--- config.mk ---
export PLATFORM = sky130hd
export DESIGN_NAME = wb_dest_tracker
export DESIGN_NICKNAME = d
export VERILOG_FILES = /design/src/rtl/wb_dest_tracker_pkg.sv /design/src/rtl/wb_dest_tracker_fwd_compare.sv /design/src/rtl/wb_dest_tracker.sv
export SDC_FILE = /design/constraint.sdc
export NUM_CORES = 1
export LEC_CHECK = 0
export CAP_MARGIN = 5
export CELL_PAD_IN_SITES_DETAIL_PLACEMENT = 1
export CELL_PAD_IN_SITES_GLOBAL_PLACEMENT = 2
export CORE_MARGIN = 10
export CORE_UTILIZATION = 28
export CTS_CLUSTER_SIZE = 12
export DETAILED_ROUTE_END_ITERATION = 12
export GPL_TIMING_DRIVEN = 1
export HOLD_SLACK_MARGIN = 0.05
export PLACE_DENSITY = 0.8
export SLEW_MARGIN = 40
export SYNTH_ARGS = -nofsm -noshare
export SYNTH_HDL_FRONTEND = slang
export SYNTH_SLANG_ARGS = --single-unit
--- constraint.sdc ---
create_clock -name clk -period 2.1 [get_ports clk]
set_input_delay 0.21 -clock clk [delete_from_list [all_inputs] [get_ports clk]]
set_output_delay 0.21 -clock clk [all_outputs]
set_load 0.03 [all_outputs]
--- src/rtl/wb_dest_tracker_pkg.sv ---
// Shared pipeline definitions: forward selects, register constants and the
// EX/MEM destination payload.
package wb_dest_tracker_pkg;

    localparam int unsigned REG_W = 5;
    localparam int unsigned FWD_W = 2;

    localparam logic [FWD_W-1:0] FWD_PIPE = 2'b00;
    localparam logic [FWD_W-1:0] FWD_WB   = 2'b01;
    localparam logic [FWD_W-1:0] FWD_MEM  = 2'b10;

    localparam logic [REG_W-1:0] REG_ZERO = 5'd0;
    localparam logic [REG_W-1:0] REG_RA   = 5'd31;

    typedef struct packed {
        logic [REG_W-1:0] dst;
        logic             we;
        logic             load;
    } mem_stage_t;

    // A tracked write matches a source only when it is enabled and never for $0.
    function automatic logic reg_hit(input logic [REG_W-1:0] dst,
                                     input logic             we,
                                     input logic [REG_W-1:0] src);
        return we && (dst == src) && (src != REG_ZERO);
    endfunction

endpackage

--- src/rtl/wb_dest_tracker_fwd_compare.sv ---
// EX operand forward select for one source register; MEM wins over WB and a
// load still in MEM has no data to forward yet.
module fwd_compare
    import wb_dest_tracker_pkg::*;
(
    input  logic [REG_W-1:0] src,
    input  mem_stage_t       mem_stage,
    input  logic [REG_W-1:0] wb_dst,
    input  logic             wb_we,
    output logic [FWD_W-1:0] sel_c
);

    always_comb begin
        sel_c = FWD_PIPE;
        if (reg_hit(mem_stage.dst, mem_stage.we & ~mem_stage.load, src)) begin
            sel_c = FWD_MEM;
        end else if (reg_hit(wb_dst, wb_we, src)) begin
            sel_c = FWD_WB;
        end
    end

endmodule

--- src/rtl/wb_dest_tracker.sv ---
// Tracks the write-back destination through EX/MEM and MEM/WB and derives
// forwarding selects, the WB->ID bypass and the load-use stall request.
module wb_dest_tracker
    import wb_dest_tracker_pkg::*;
#(
    parameter int unsigned CNT_W = 16
) (
    input  logic             clk,
    input  logic             rst_n,
    input  logic [REG_W-1:0] ex_dst,
    input  logic             ex_we,
    input  logic             ex_load,
    input  logic             ex_flush,
    input  logic             hold,
    input  logic [REG_W-1:0] ex_rs,
    input  logic [REG_W-1:0] ex_rt,
    input  logic [REG_W-1:0] id_rs,
    input  logic [REG_W-1:0] id_rt,
    input  logic             id_uses_rt,
    output logic [FWD_W-1:0] fwd_a,
    output logic [FWD_W-1:0] fwd_b,
    output logic             id_byp_a,
    output logic             id_byp_b,
    output logic             load_use_stall,
    output logic [REG_W-1:0] wb_dst,
    output logic             wb_we,
    output logic [CNT_W-1:0] stall_count
);

    localparam logic [CNT_W-1:0] CNT_MAX = '1;

    mem_stage_t mem_q;
    mem_stage_t mem_d;

    // A flushed instruction enters MEM as a bubble; $0 never carries a write.
    always_comb begin
        mem_d      = '0;
        mem_d.dst  = ex_dst;
        mem_d.we   = ex_we & ~ex_flush & (ex_dst != REG_ZERO);
        mem_d.load = ex_load & ~ex_flush;
    end

    // EX/MEM and MEM/WB destination registers, frozen together by hold.
    always_ff @(posedge clk or negedge rst_n) begin
        if (!rst_n) begin
            mem_q  <= '0;
            wb_dst <= REG_ZERO;
            wb_we  <= 1'b0;
        end else if (!hold) begin
            mem_q  <= mem_d;
            wb_dst <= mem_q.dst;
            wb_we  <= mem_q.we;
        end
    end

    fwd_compare u_fwd_rs (
        .src       (ex_rs),
        .mem_stage (mem_q),
        .wb_dst    (wb_dst),
        .wb_we     (wb_we),
        .sel_c     (fwd_a)
    );

    fwd_compare u_fwd_rt (
        .src       (ex_rt),
        .mem_stage (mem_q),
        .wb_dst    (wb_dst),
        .wb_we     (wb_we),
        .sel_c     (fwd_b)
    );

    // Register file is read in ID while WB writes the same entry.
    always_comb begin
        id_byp_a = reg_hit(wb_dst, wb_we, id_rs);
        id_byp_b = reg_hit(wb_dst, wb_we, id_rt);
    end

    always_comb begin
        load_use_stall = 1'b0;
        if (ex_load && ex_we && !ex_flush && (ex_dst != REG_ZERO)) begin
            load_use_stall = (ex_dst == id_rs) || (id_uses_rt && (ex_dst == id_rt));
        end
    end

    // Saturating count of stall cycles that actually took effect.
    always_ff @(posedge clk or negedge rst_n) begin
        if (!rst_n) begin
            stall_count <= '0;
        end else if (load_use_stall && !hold && (stall_count != CNT_MAX)) begin
            stall_count <= stall_count + CNT_W'(1);
        end
    end

endmodule

==> metrics.md <==
| Metric | Value |
|---|---|
| Yosys reg bits | `29` |
| Clock Power Share | `31.8%` |
| CP required | `1.89 ns` |
| CP Class | `in2out` |
| Peak supply drop | `0.351 mV` |
| Worst Path Arrival | `1.77 ns` |
| Fin crit period | `1.98 ns` |
| Combinational power share | `25.5%` |
| Number of global-route vias before repair | `1862` |
| Nets | `304` |
| Post-synthesis sequential area ratio | `38.0%` |
| Design Power | `1.56 mW` |
| Reg2Reg Setup Slack | `0.26 ns` |
| Total gr overflow | `0` |
| Via count | `1709` |
| Worst reg2reg path depth | `5` |
| Mapped Avg Cell Area | `10.3 sq um` |
| Hold Buf Count CTS | `0` |
| Area contributors post-synth | `dfrtp_1, xnor2_1, mux2_2, xor2_1, nand3_1` |
| CTS root buffer | `clkbuf_8` |
| Fmax | `506 MHz` |
| Drt drc | `0` |
| Slowest-stage cell, CP | `clkdlybuf4s50_1` |
| Crit path max fanout | `3` |
| Worst Max-Slew Pin Slew | `0.394 ns` |
| Sequential Power Share | `42.7%` |
| Port Buffers | `60` |
| Tot GR Track Use | `11.6%` |
| Most used DFF post-synth | `dfrtp_1` |
| Die height | `103 um` |
| Yosys cell types | `35` |
| PD cells | `536 nW/um^2` |
| Vias per cell | `4.86` |
| Cells after Synth | `186` |
| Die Wd | `103 um` |
| Synth top area share | `38.0%` |
| Critical-path cell list | `clkdlybuf4s50_1 -> or4_1 -> nor2_2 -> nor4_2 -> nor4_2 -> buf_4` |
| Rel. slew slack | `73.8%` |
| Largest incremental delay on the critical path | `0.45 ns` |
| Routed wire length | `5820 um` |
| Clk slew on worst S/H paths | `0.06 ns` |
| Pleak | `1.19 nW` |
| RR Startpoint | `stall_count[4]$_DFFE_PN0P_` |
| TNS Setup | `0 ns` |
| Antenna Cells | `0` |
| Final period util | `94.1%` |
| H-tree depth | `2` |
| Filler-free cell count of the finished design | `352` |
| Clock sink count | `29` |
| Hold Fails Final Rpt | `0` |
| Top cells by count, synth | `xnor2_1, dfrtp_1, mux2_2, nand3_1, xor2_1` |
| DRT iter0 DRCs | `41` |
| Cell taking the most area after synthesis | `dfrtp_1` |
| Final HPWL DP | `4690 um` |
| Worst-skew pair later-pin latency | `0.27 ns` |
| Initial Util | `28.4%` |
| CTS tree | `yes` |
| Final setup fails | `0` |
| Hold_ws | `0.313 ns` |
| Core box area | `6720 sq um` |
| Crit. End Element | `output pin` |
| Worst path most repeated cell | `nor4_2` |
| NetSw | `0.455 mW` |
| Finished Core Util | `43.3%` |
| Max-slew violation count | `0` |
| Rows | `30` |
| Critical path launch point type | `primary input` |
| Async SR Flop Fraction | `100%` |
| Final RePlAce weighted congestion | `0.812` |
| Antenna violations before repair | `0` |
| Post-Route Skew | `0.00539 ns` |
| DRT Pass-1 Iters | `4` |
| Largest net degree at the start of global routing | `30` |
| Post-synthesis net count | `219` |
| First-pass GRT wire length | `9760 um` |
| RSZ-0062 raised after global routing | `no` |
| Fraction of layout instances using a drive strength above 1 | `25.4%` |
| DIE AREA | `10500 sq um` |
| Max_cap viols | `0` |
| TritonCTS Buffers | `5` |
| Switch share | `29.2%` |
| Power Internal | `1.10 mW` |
| Reg2reg end | `stall_count[12]$_DFFE_PN0P_` |
| Cell Area, Synth | `1910 sq um` |
| Yosys warnings | `0` |
| Final ANT Viol Nets | `0` |
| Placed insts | `342` |
| CTS max path bufs | `2` |
| Routed length per instance | `16.5 um` |
| Hold WC Path Type | `in2async` |
| Number of synthesized flops with an enable pin | `0` |
| Outcome | `complete, no violations` |
| Most numerous cell in the Yosys netlist | `xnor2_1` |
| I/O pin cnt | `61` |
| Area growth syn-to-layout | `52.3%` |
## registers in the layout, indices dropped and copies added (netlist names)
name,count
stall_count,16
mem_q,7
wb_dst,5
wb_we,1
## per-stage QoR
stage                     setup WS [ns]  instance area (sq um)
final                             0.124                   2910
after global routing             0.0249                   2910
after detailed placement         -0.197                   2770
after floorplan                   0.183                   1930
after global placement           -0.127                   2770
after CTS                        0.0213                   2900
## cell type report
class | count | area [sq um]
Fill cell | 772 | 3810
Multi-Input combinational cell | 147 | 1180
Timing Repair Buffer | 87 | 793
Sequential cell | 29 | 726
Tap cell | 80 | 100
Clock buffer | 7 | 96.3
Clock inverter | 1 | 5.00
Inverter | 1 | 3.75
## how the worst max path moves through the flow
stage | startpoint | end | slack, ns | depth (start not counted)
4_1_cts | ex_rt[2] | fwd_b[0] | 0.02 | 6
5_1_grt | ex_dst[0] | stall_count[1]$_DFFE_PN0P_ | 0.02 | 8
3_3_place_gp | ex_rt[1] | fwd_b[1] | -0.13 | 5
6_report | ex_rt[4] | fwd_b[0] | 0.12 | 6
2_1_floorplan | ex_rs[1] | fwd_a[0] | 0.18 | 4
3_5_place_dp | ex_rt[1] | fwd_b[1] | -0.20 | 5
## cell families (layout without fill, tap and decap cells)
kind of cell,Yosys count,after routing,synth area share [%]
DFF,29,29,38.0
adders and majority gates,1,1,0.656
muxes,13,13,7.67
and+or+nand+nor,74,74,24.1
AOI/OAI and AO/OA,7,7,3.15
xor gates and xnor gates,52,52,23.9
buffers and inverters,10,96,2.49
## worst max-delay path: cells and delay by family
| family | cells | cell delay, ns |
|---|---|---|
| simple gates | 4 | 0.91 |
| buf+inv | 2 | 0.65 |
## per-layer routing
metal,track usage [%],share of wire (%),vias up
li1,-,-,831
met1,15.5,47,825
met2,17.8,44,53
met3,4.09,8.8,0
met4,1.63,0,0
met5,0,0,-
## what timing repair did
item,CTS,global route
pin swaps,3,3
buffers inserted,2,0
setup endpoints to repair,5,4
gates cloned,0,0
resized for setup,15,4
## power groups by stage
stage	Combinational, mW	Sequential [mW]	Clock [mW]
3_5_place_dp	0.403	0.677	0
2_1_floorplan	0.201	0.671	0
5_1_grt	0.432	0.676	0.539
3_3_place_gp	0.396	0.676	0
6_report	0.398	0.665	0.495
4_1_cts	0.407	0.668	0.515
## layout by cell type (no fill, tap or decap), drive strengths merged, types with 2 or more instances in the layout
master,instances
a21oi,2
and2,3
and3,5
and4,4
buf,32
clkbuf,7
clkdlybuf4s50,42
dfrtp,29
dlygate4sd2,9
dlymetal6s2s,4
mux2,13
nand2,11
nand3,12
nand4,12
nand4b,3
nor2,6
nor3,5
nor4,7
o21ai,2
or4,3
xnor2,41
xor2,11
No activity file was read; power rests on OpenSTA's default activity.
